File: src/rtl/word_assembler_pkg.sv
// Shared widths, constants and lane-placement helpers for the byte-to-word assembler.
// Byte index k counts bytes in arrival order within a word.
package word_assembler_pkg;

    localparam int unsigned WORD_W = 32;
    localparam int unsigned BYTE_W = 8;
    localparam int unsigned LANES  = 4;
    localparam int unsigned ACC_W  = WORD_W - BYTE_W;

    localparam logic [LANES-1:0] KEEP_FULL = 4'b1111;

    typedef logic [1:0] cnt_t;

    localparam cnt_t CNT_LAST = 2'd3;

    // Bit offset of byte index k inside the output word.
    function automatic logic [4:0] lane_lo(input cnt_t k, input bit msb_first);
        logic [4:0] off;
        off = {k, 3'b000};
        return msb_first ? (5'd24 - off) : off;
    endfunction

    // out_keep bit that covers byte index k (bit3 is always lane [31:24]).
    function automatic cnt_t keep_bit(input cnt_t k, input bit msb_first);
        return msb_first ? ~k : k;
    endfunction

endpackage

File: src/rtl/lane_insert.sv
// Places one byte into byte index lane_i of an otherwise-zero word, with the
// matching out_keep bit; all outputs are zero when en_i is low.
module lane_insert
    import word_assembler_pkg::*;
#(
    parameter bit MSB_FIRST = 1'b1
) (
    input  logic [1:0]        lane_i,
    input  logic              en_i,
    input  logic [BYTE_W-1:0] data_i,
    output logic [WORD_W-1:0] word_o,
    output logic [LANES-1:0]  keep_o
);

    always_comb begin
        word_o = '0;
        keep_o = '0;
        if (en_i) begin
            word_o[lane_lo(lane_i, MSB_FIRST) +: BYTE_W] = data_i;
            keep_o[keep_bit(lane_i, MSB_FIRST)]          = 1'b1;
        end
    end

endmodule

File: src/rtl/word_assembler.sv
// Packs a byte stream into 32-bit words with a per-lane keep mask; in_last flushes
// a partial word. One output register, drained and refilled in the same cycle.
module word_assembler
    import word_assembler_pkg::*;
#(
    parameter bit MSB_FIRST = 1'b1
) (
    input  logic              clk,
    input  logic              reset,
    input  logic              in_valid,
    input  logic [BYTE_W-1:0] in_data,
    input  logic              in_last,
    output logic              in_ready,
    output logic              out_valid,
    output logic [WORD_W-1:0] out_data,
    output logic [LANES-1:0]  out_keep,
    input  logic              out_ready
);

    cnt_t              cnt_q, cnt_d;
    logic [ACC_W-1:0]  acc_q, acc_d;
    logic              out_valid_q, out_valid_d;
    logic [WORD_W-1:0] out_data_q, out_data_d;
    logic [LANES-1:0]  out_keep_q, out_keep_d;

    logic              completes;
    logic              accept;
    logic              flush;

    logic [LANES-1:0][BYTE_W-1:0] lane_byte;
    logic [LANES-1:0]             lane_en;
    logic [LANES-1:0][WORD_W-1:0] lane_word;
    logic [LANES-1:0][LANES-1:0]  lane_keep;
    logic [WORD_W-1:0]            flush_word;
    logic [LANES-1:0]             flush_keep;

    // Accumulator holds bytes in arrival order (byte k at bits [8k+7:8k]);
    // lane placement for the selected byte order happens only at flush time.
    for (genvar k = 0; k < LANES; k++) begin : g_lane
        localparam cnt_t K = cnt_t'(k);

        if (k < LANES - 1) begin : g_acc
            assign lane_byte[k] = (cnt_q == K) ? in_data : acc_q[k*BYTE_W +: BYTE_W];
        end else begin : g_top
            assign lane_byte[k] = in_data;
        end

        assign lane_en[k] = (K <= cnt_q);

        lane_insert #(
            .MSB_FIRST(MSB_FIRST)
        ) u_lane_insert (
            .lane_i(K),
            .en_i  (lane_en[k]),
            .data_i(lane_byte[k]),
            .word_o(lane_word[k]),
            .keep_o(lane_keep[k])
        );
    end

    always_comb begin
        flush_word = '0;
        flush_keep = '0;
        for (int k = 0; k < LANES; k++) begin
            flush_word = flush_word | lane_word[k];
            flush_keep = flush_keep | lane_keep[k];
        end
    end

    // Only a word-completing byte can be stalled, and only by an undrained output.
    always_comb begin
        completes = (cnt_q == CNT_LAST) || (in_valid && in_last);
        in_ready  = !(completes && out_valid_q && !out_ready);
        accept    = in_valid && in_ready;
        flush     = accept && completes;
    end

    always_comb begin
        cnt_d       = cnt_q;
        acc_d       = acc_q;
        out_valid_d = out_valid_q;
        out_data_d  = out_data_q;
        out_keep_d  = out_keep_q;

        if (out_valid_q && out_ready) begin
            out_valid_d = 1'b0;
        end

        if (flush) begin
            cnt_d       = '0;
            acc_d       = '0;
            out_valid_d = 1'b1;
            out_data_d  = flush_word;
            out_keep_d  = flush_keep;
        end else if (accept) begin
            cnt_d = cnt_q + 2'd1;
            acc_d = acc_q | (ACC_W'(in_data) << {cnt_q, 3'b000});
        end
    end

    always_ff @(posedge clk) begin
        if (reset) begin
            cnt_q       <= '0;
            acc_q       <= '0;
            out_valid_q <= 1'b0;
            out_data_q  <= '0;
            out_keep_q  <= '0;
        end else begin
            cnt_q       <= cnt_d;
            acc_q       <= acc_d;
            out_valid_q <= out_valid_d;
            out_data_q  <= out_data_d;
            out_keep_q  <= out_keep_d;
        end
    end

    assign out_valid = out_valid_q;
    assign out_data  = out_data_q;
    assign out_keep  = out_keep_q;

endmodule

File: config.mk
export PLATFORM = sky130hd
export DESIGN_NAME = word_assembler
export DESIGN_NICKNAME = d
export VERILOG_FILES = /design/src/rtl/word_assembler_pkg.sv /design/src/rtl/lane_insert.sv /design/src/rtl/word_assembler.sv
export SDC_FILE = /design/constraint.sdc
export NUM_CORES = 1
export LEC_CHECK = 0
export CAP_MARGIN = 20
export CELL_PAD_IN_SITES_DETAIL_PLACEMENT = 1
export CELL_PAD_IN_SITES_GLOBAL_PLACEMENT = 1
export CORE_ASPECT_RATIO = 2
export CORE_MARGIN = 10
export CORE_UTILIZATION = 48
export CTS_BUF_LIST = sky130_fd_sc_hd__clkbuf_8
export CTS_CLUSTER_DIAMETER = 60
export DETAILED_ROUTE_END_ITERATION = 16
export GPL_TIMING_DRIVEN = 0
export PLACE_DENSITY_LB_ADDON = 0.12
export SYNTH_ARGS = -nofsm -noshare
export SYNTH_HDL_FRONTEND = slang
export SYNTH_HIERARCHICAL = 1
export SYNTH_SLANG_ARGS = --single-unit
File: constraint.sdc
create_clock -name clk -period 4.8 [get_ports clk]
set_clock_uncertainty 0.05 [all_clocks]
set_input_delay 1.44 -clock clk [delete_from_list [all_inputs] [get_ports clk]]
set_output_delay 1.44 -clock clk [all_outputs]
set_load 0.05 [all_outputs]
==> results of run 1 <==
==> flip-flops by register name, indices dropped and copies added (netlist names) <==
register	count
out_valid	1
cnt_q	2
out_keep	4
out_data	32
acc_q	24
==> final cells by class <==
type	count	area [um^2]	area share
clock buffer	9	124	0.0207
tap	135	169	0.0282
clock inverter	7	120	0.0200
buffer	42	284	0.0474
timing repair buffer	50	500	0.0835
sequential	63	1260	0.210
multi-input combinational	507	3450	0.575
inverter	20	88.8	0.0148
==> per-stage QoR <==
step,hold WS (ns),cell area [um^2],power (mW),setup WS (ns),utilization
floorplan,0.383,5080,0.878,1.29,-
global placement,0.395,5750,0.981,0.366,0.570
detailed placement,0.407,5750,0.996,0.338,0.570
CTS,0.427,6000,1.58,0.340,0.595
global route,0.463,6000,1.65,0.309,0.595
finish,0.426,6000,1.60,0.357,0.595
==> synth_stat cells (2+ instances only) <==
library cell / count / share of area
clkbuf_1: 13 / 0.0099
buf_2: 11 / 0.011
a21o_1: 2 / 0.0031
a2111oi_4: 3 / 0.017
buf_8: 2 / 0.0061
a211oi_2: 33 / 0.084
nand4b_1: 3 / 0.0054
or2_1: 4 / 0.0051
conb_1: 2 / 0.0015
buf_4: 8 / 0.012
nand2b_1: 7 / 0.0089
dfxtp_1: 63 / 0.26
nor2_2: 20 / 0.025
inv_1: 18 / 0.014
nor3_2: 24 / 0.049
mux2_2: 24 / 0.055
nand2_1: 74 / 0.057
buf_6: 8 / 0.018
nor2_1: 69 / 0.053
ha_1: 25 / 0.064
a21oi_1: 24 / 0.024
nor4_1: 36 / 0.046
and4b_1: 4 / 0.0082
and2_1: 47 / 0.060
a211oi_1: 3 / 0.0046
nor4_2: 7 / 0.018
and3_1: 8 / 0.010
nor3_4: 6 / 0.020
nor3_1: 25 / 0.025
==> worst max path at each step <==
stage,slack (ns),to,startpoint,cells past startpoint
floorplan,1.29,in_ready,out_ready,3
global placement,0.37,in_ready,out_ready,5
detailed placement,0.34,in_ready,out_ready,5
CTS,0.34,in_ready,out_ready,5
global route,0.31,in_ready,out_ready,5
finish,0.36,in_ready,out_ready,5
==> power by group through the flow <==
stage                     Clock [mW]  Sequential [mW]  Combinational [mW]
after global routing           0.608            0.572               0.473
after global placement             0            0.578               0.403
after detailed placement           0            0.581               0.415
final                          0.582            0.569               0.446
after CTS                      0.590            0.569               0.417
after floorplan                    0            0.646               0.232
==> metal layers <==
| layer | vias up | wire (um) | track usage |
|---|---|---|---|
| li1 | 2186 | - | - |
| met1 | 2239 | 6510 | 0.232 |
| met2 | 131 | 10000 | 0.464 |
| met3 | 59 | 631 | 0.0405 |
| met4 | 0 | 1200 | 0.173 |
| met5 | - | 0 | 0 |
==> logic make-up after synthesis <==
group | count (synthesis) | synth area share
flip-flops | 63 | 0.257
AND/OR/NAND/NOR | 343 | 0.410
other | 2 | 0.00153
adder cells (fa/ha/maj) | 25 | 0.0637
AO/OA/AOI/OAI | 65 | 0.133
XOR/XNOR | 1 | 0.00178
multiplexers | 25 | 0.0571
buffers and inverters | 62 | 0.0759
==> critical path: stages <==
cell	delay (ns)
clkdlybuf4s50_1	0.45
nor2b_1	0.05
buf_6	0.15
nand2_1	0.06
clkdlybuf4s50_1	0.80
==> impl_metrics.toml, run 1 <==
[outcome]
outcome = "completed"

[power_and_ir_drop]
p_sw_uw = 554
intPower_mw = 1.04
p_comb_frac = 0.279
p_clk_frac = 0.364
power_frac_seq = 0.356
p_leak_nw = 2.22
sw_frac_of_total = 0.347
ir_worst_vdd_uv = 140
power.density_nw_per_um2 = 266

[drt]
drt_iter0_drc = 197
drcViolationCount = 0
post_drt_wl_per_cell_um = 22.1
viasPerCell = 5.54
routed_wl_um = 18400
dr.pass1.iters = 4
vias = 4615
drtAntennaViolNets = 0

[hold_path]
hp-start = "acc_q[18]"
holdPathStages = 2
hp-class = "flop to flop"
hold_end = "acc_q[18]"

[floorplanning]
boundaryPins = 51
row_count = 52
die_w_um = 91.5
initial_core_util = 0.487
dieArea_um2 = 14900
die_h_um = 163
core-area_um2 = 10100

[synthesis]
ys.flop_type = "dfxtp_1"
syn_area_um2 = 4910
synth_warnings = 6
postSynthCellCount = 586
synth.distinct_cells = 42
synthArstFlopShare = 0
ys_ff_latch = 63
synth_edf_count = 0
syn_avg_cell_area_um2 = 8.38
ys_seq_area_frac = 0.257

[clock_tree]
clk_pin_slew_ns = 0.08
postCtsSetupBuffers = 0
cts_root_buf = "clkbuf_8"
cts_hold_buf = 0
cts.repair.resized = 0
ctsHtreeMaxLevel = 3
cts_tree = "done"
worstSkewPairLatency_ns = 0.36
cts_buffers = 9
clk_path_buf_depth = 2
cts.sinks = 63

[critical_path]
reg2regPathDepth = 8
crit_fanout = 7
reg2reg_to = "out_data[25]"
r2r-start = "cnt_q[0]"
crit_path_end_kind = "output port"
arrival_ns = 2.95
critical_path_class = "primary input to output port"
rrSetupSlack_ns = 1.76
critPathLaunchType = "primary input"
required_ns = 3.31

[placed_design]
placed_cells = 817
dp_hpwl_um = 14600
io_buffers = 50
place_congestion = 0.976

[sta]
rsz0062_at_grt = "no"
timing_hold_violations_final = 0
tightest_slew_ns = 0.928
slew_violations = 0
final.period_utilization = 0.926
slew_headroom = 0.376
fin_tns_setup_ns = 0
setup_viol = 0
finalCriticalPeriod_ns = 4.44
fmaxAchievable_ghz = 0.225

[layout]
drive_gt1_frac = 0.245
final_cell_mix = "nand2_1 (74), nor2_1 (69), dfxtp_1 (63), clkdlybuf4s50_1 (50), conb_1 (48)"
fin_cells = 833
fillers = 1247
syn_to_final_growth_pct = 22.1
fin_nets = 731
n_antenna_cell = 0
layout.cells.most_common = "nand2_1"

[global_route]
grt_max_degree = 13
antenna_found_initial = 0
track_usage = 0.246
grt_pass1_wl_um = 28700
overflow = 0
grt_pass1_vias = 5132

[run]
maxCapViolations = 0
Note: power is estimated with default switching activity, not from simulation.
==> run 2, diff against run 1 <==
Settings changed: CORE_ASPECT_RATIO 2 to 1.1, RECOVER_POWER set to 25.
==> impl_metrics.toml, run 2 (same netlist as run 1, synthesis figures left out) <==
[outcome]
outcome = "completed"

[critical_path]
critPathLaunchType = "primary input"
crit_buf_inv = 2
crit_path_end_kind = "output port"
critical_path_class = "primary input to output port"
crit_cells = 4
r2r-start = "cnt_q[1]"
reg2regPathDepth = 7
crit_chain = "dlygate4sd3_1 > a21o_1 > nand2_1 > clkdlybuf4s50_1"
endpoint = "in_ready"
cp_slowest_cell = "clkdlybuf4s50_1"
arrival_ns = 3.01
crit_fanout = 2
required_ns = 3.31
rrSetupSlack_ns = 1.30
crit_family = "buffers and inverters"
crit_start = "in_last"
reg2reg_to = "out_data[30]"
critPathMaxStageDelay_ns = 0.80

[drt]
post_drt_wl_per_cell_um = 23.4
vias = 4823
drcViolationCount = 0
drtAntennaViolNets = 0
drt_iter0_drc = 447
viasPerCell = 5.90
routed_wl_um = 19100
dr.pass1.iters = 5

[floorplanning]
die_w_um = 116
row_count = 38
die_h_um = 126
core-area_um2 = 9940
initial_core_util = 0.494
boundaryPins = 51
dieArea_um2 = 14700

[layout]
syn_to_final_growth_pct = 19.5
final_cell_mix = "nand2_1 (74), nor2_1 (69), dfxtp_1 (63), clkdlybuf4s50_1 (49), conb_1 (48)"
fin_cells = 818
layout.cells.most_common = "nand2_1"
final_util = 0.590
n_antenna_cell = 0
fillers = 1233
drive_gt1_frac = 0.229
fin_nets = 731
largest_reg_flops = 32

[placed_design]
place_ws_ns = 0.354
place_congestion = 0.932
dp_hpwl_um = 13900
io_buffers = 50
placed_cells = 802

[clock_tree]
cts_tree = "done"
cts.sinks = 63
cts_hold_buf = 0
cts_buffers = 9
cts_root_buf = "clkbuf_8"
postCtsSetupBuffers = 0
cts.repair.resized = 0
clk_pin_slew_ns = 0.07
clk_path_buf_depth = 2
worstSkewPairLatency_ns = 0.36
ctsHtreeMaxLevel = 3

[power_and_ir_drop]
p_leak_nw = 2.16
ir_worst_vdd_uv = 150
power.density_nw_per_um2 = 256

[sta]
tightest_slew_ns = 0.818
rsz0062_at_grt = "no"
fin_tns_setup_ns = 0
final.period_utilization = 0.937
slew_headroom = 0.454
timing_hold_violations_final = 0
setup_slack_ns = 0.302
fmaxAchievable_ghz = 0.222
setup_viol = 0
slew_violations = 0
finalCriticalPeriod_ns = 4.50

[hold_path]
hp-class = "flop to flop"

[run]
maxCapViolations = 0

[global_route]
grt_pass1_wl_um = 29300
track_usage = 0.262
overflow = 0
grt_pass1_vias = 5043
grt_max_degree = 12
antenna_found_initial = 0
==> run 2: per-stage QoR <==
| step | hold WS, ns | power (mW) | area (um^2) |
|---|---|---|---|
| 4_1_cts | 0.421 | 1.48 | 5930 |
| 6_report | 0.418 | 1.50 | 5870 |
| 3_5_place_dp | 0.404 | 1.00 | 5730 |
| 5_1_grt | 0.445 | 1.56 | 5870 |
| 2_1_floorplan | 0.383 | 0.878 | 5080 |
| 3_3_place_gp | 0.394 | 0.989 | 5730 |
==> run 2: worst min-delay path by stage <==
stage / startpoint / to / slack (ns) / cells past startpoint
global placement: acc_q[15] / acc_q[15] / 0.39 / 2
CTS: acc_q[7] / acc_q[7] / 0.42 / 2
detailed placement: acc_q[7] / acc_q[7] / 0.40 / 2
global route: acc_q[20] / acc_q[20] / 0.45 / 2
finish: acc_q[7] / acc_q[7] / 0.42 / 2
floorplan: acc_q[0] / acc_q[0] / 0.38 / 2
==> run 2: layer usage <==
layer | global-route usage | routed length, um | vias to the layer above | part of all wire
met2 | 0.436 | 9250 | 218 | 0.48
li1 | - | - | 2181 | -
met4 | 0.130 | 910 | 0 | 0.048
met1 | 0.308 | 7400 | 2357 | 0.39
met3 | 0.0565 | 1580 | 67 | 0.083
met5 | 0 | 0 | - | 0
==> run 2: worst register-to-register path, stage by stage (launching register included) <==
cell      delay, ns
dfxtp_1        0.53
ha_1           0.50
or2_0          0.53
nor3b_1        0.32
clkbuf_1       0.59
clkbuf_1       0.49
nor2_1         0.16
a211oi_2       0.25
==> run 2: layout make-up <==
| cell class | count | area, um^2 | area share |
|---|---|---|---|
| buffer | 42 | 246 | 0.0420 |
| clock buffer | 10 | 138 | 0.0235 |
| clock inverter | 6 | 61.3 | 0.0105 |
| inverter | 20 | 88.8 | 0.0151 |
| multi-input combinational | 507 | 3420 | 0.583 |
| sequential | 63 | 1260 | 0.215 |
| tap | 120 | 150 | 0.0256 |
| timing repair buffer | 50 | 500 | 0.0853 |
==> run 2: power by group <==
| group | leakage [nW] | switching, mW | internal, mW | total [mW] |
|---|---|---|---|---|
| registers | 0.515 | 0.0181 | 0.551 | 0.569 |
| logic | 1.55 | 0.311 | 0.139 | 0.450 |
| clock network | 0.0957 | 0.232 | 0.251 | 0.483 |
| total | 2.16 | 0.561 | 0.941 | 1.50 |
==> run 3, diff against run 2 <==
Settings changed: CORE_UTILIZATION 48 to 44, SYNTH_HIERARCHICAL 1 to not set.
==> impl_metrics.toml, run 3 <==
[placed_design]
placed_cells = 376
postPlaceCellArea_um2 = 3120
dp_hpwl_um = 4860
io_buffers = 50
place_congestion = 0.845

[sta]
tightest_slew_ns = 0.748
fin_tns_setup_ns = 0
fmaxAchievable_ghz = 0.212
slew_violations = 0
slew_headroom = 0.500
final.period_utilization = 0.984
finalCriticalPeriod_ns = 4.72
setup_viol = 0
timing_hold_violations_final = 0
rsz0062_at_grt = "no"

[synthesis]
yosys.area.top_type_share = 0.499
ys_seq_area_frac = 0.499
synthArstFlopShare = 0
ys_ff_latch = 63
netlist_top_cells_area = "dfxtp_1 (50%), mux2i_1 (9.9%), a21oi_1 (6.5%)"
synth_edf_count = 0
ys.flop_type = "dfxtp_1"
synth_commonest_cells = "dfxtp_1 (63), nor2_1 (37), a21oi_1 (33), mux2i_1 (25), nand2_1 (11)"
syn_area_um2 = 2530
synth_warnings = 0
synth.distinct_cells = 30
postSynthCellCount = 251
syn_avg_cell_area_um2 = 10.1
syn_nets = 268
synth.most_common_cell = "dfxtp_1"
yosysTopAreaCell = "dfxtp_1"

[global_route]
antenna_found_initial = 0
grt_max_degree = 11
grt_pass1_vias = 2205
grtUsageMet1 = 0.175
track_usage = 0.160
grtUsageMet2 = 0.273
overflow = 0
grt_pass1_wl_um = 11500
grtUsageMet3 = 0.0474
grt.busiest_layer = "met2"

[layout]
largest_reg_flops = 32
fin_cells = 392
drive_gt1_frac = 0.0726
n_antenna_cell = 0
fin_area_um2 = 3290
final_cell_mix = "dfxtp_1 (63), clkdlybuf4s50_1 (49), nor2_1 (38), a21oi_1 (33), mux2i_1 (25)"
syn_to_final_growth_pct = 30.0
multi_input_area_um2 = 1140
fillers = 636
layout.cells.most_common = "dfxtp_1"
register_area_um2 = 1260
fin_nets = 329

[clock_tree]
cts_tree = "done"
cts.repair.resized = 0
cts_hold_buf = 0
worstSkewPairLatency_ns = 0.34
cts.sinks = 63
ctsHtreeMaxLevel = 3
clk_path_buf_depth = 2
cts_root_buf = "clkbuf_8"
clk_pin_slew_ns = 0.07
postCtsSetupBuffers = 0
cts_buffers = 9

[floorplanning]
die_w_um = 92.3
die_h_um = 99.5
boundaryPins = 51
dieArea_um2 = 9190
core-area_um2 = 5470
row_count = 28
initial_core_util = 0.463

[run]
maxCapViolations = 0

[drt]
drt_iter0_drc = 72
routed_wl_um = 7220
drcViolationCount = 0
drtAntennaViolNets = 0
post_drt_wl_per_cell_um = 18.4
vias = 2089
dr.pass1.iters = 4
viasPerCell = 5.33

[outcome]
outcome = "completed"

[critical_path]
critical_path_class = "primary input to output port"
critPathLaunchType = "primary input"
crit_path_end_kind = "output port"
arrival_ns = 3.23
required_ns = 3.31
crit_fanout = 6

[power_and_ir_drop]
power.density_nw_per_um2 = 364
p_leak_nw = 1.19
ir_worst_vdd_uv = 252

[hold_path]
hp-class = "flop to flop"
==> run 3: cell families after synthesis <==
| group | Yosys count | share of synthesized area |
|---|---|---|
| and+or+nand+nor | 73 | 0.147 |
| AOI/OAI and AO/OA | 65 | 0.189 |
| DFF | 63 | 0.499 |
| muxes | 25 | 0.0989 |
| buffers and inverters | 20 | 0.0425 |
| adders and majority gates | 4 | 0.0198 |
| xor gates and xnor gates | 1 | 0.00346 |
==> run 3: area by class of cell <==
class,instances,share of cell area
clock inverter,4,0.0137
clock buffer,12,0.0502
inverter,4,0.00456
multi-input combinational,168,0.348
timing repair buffer,50,0.152
sequential,63,0.383
tap,75,0.0285
buffer,16,0.0198
==> run 3: worst max-delay path, stage by stage <==
cell and delay [ns]:
clkdlybuf4s50_1 0.50, and2b_1 0.34, nand2_1 0.12, clkdlybuf4s50_1 0.83
==> run 3: worst paths after layout <==
path	slack, ns	cells past startpoint	start	end
setup reg to reg	1.91	8	cnt_q[1]	out_data[9]
hold reg to reg	0.40	2	out_data[20]	out_data[20]
hold / removal	0.40	2	out_data[20]	out_data[20]
setup / recovery	0.08	4	out_ready	in_ready
==> run 3: stage by stage <==
stage	worst slack, ns	hold slack, ns	util	total power [mW]
floorplan	1.08	0.386	-	0.668
global placement	0.0914	0.385	0.572	0.723
detailed placement	0.103	0.396	0.572	0.727
CTS	0.0760	0.405	0.610	1.21
global route	0.0129	0.426	0.602	1.24
finish	0.0753	0.402	0.602	1.20
==> run 3: layer usage <==
| layer | wire length, um | share of wire | up-vias |
|---|---|---|---|
| met1 | 3090 | 0.43 | 1017 |
| met2 | 3630 | 0.50 | 47 |
| li1 | - | - | 1013 |
| met5 | 0 | 0 | - |
| met4 | 157 | 0.022 | 0 |
| met3 | 338 | 0.047 | 12 |
==> run 3: power by group <==
group          internal [mW]  leakage (nW)  switching [mW]
clock                  0.279         0.111           0.205
sequential             0.539         0.511          0.0112
combinational         0.0576         0.568           0.105
total                  0.875          1.19           0.321
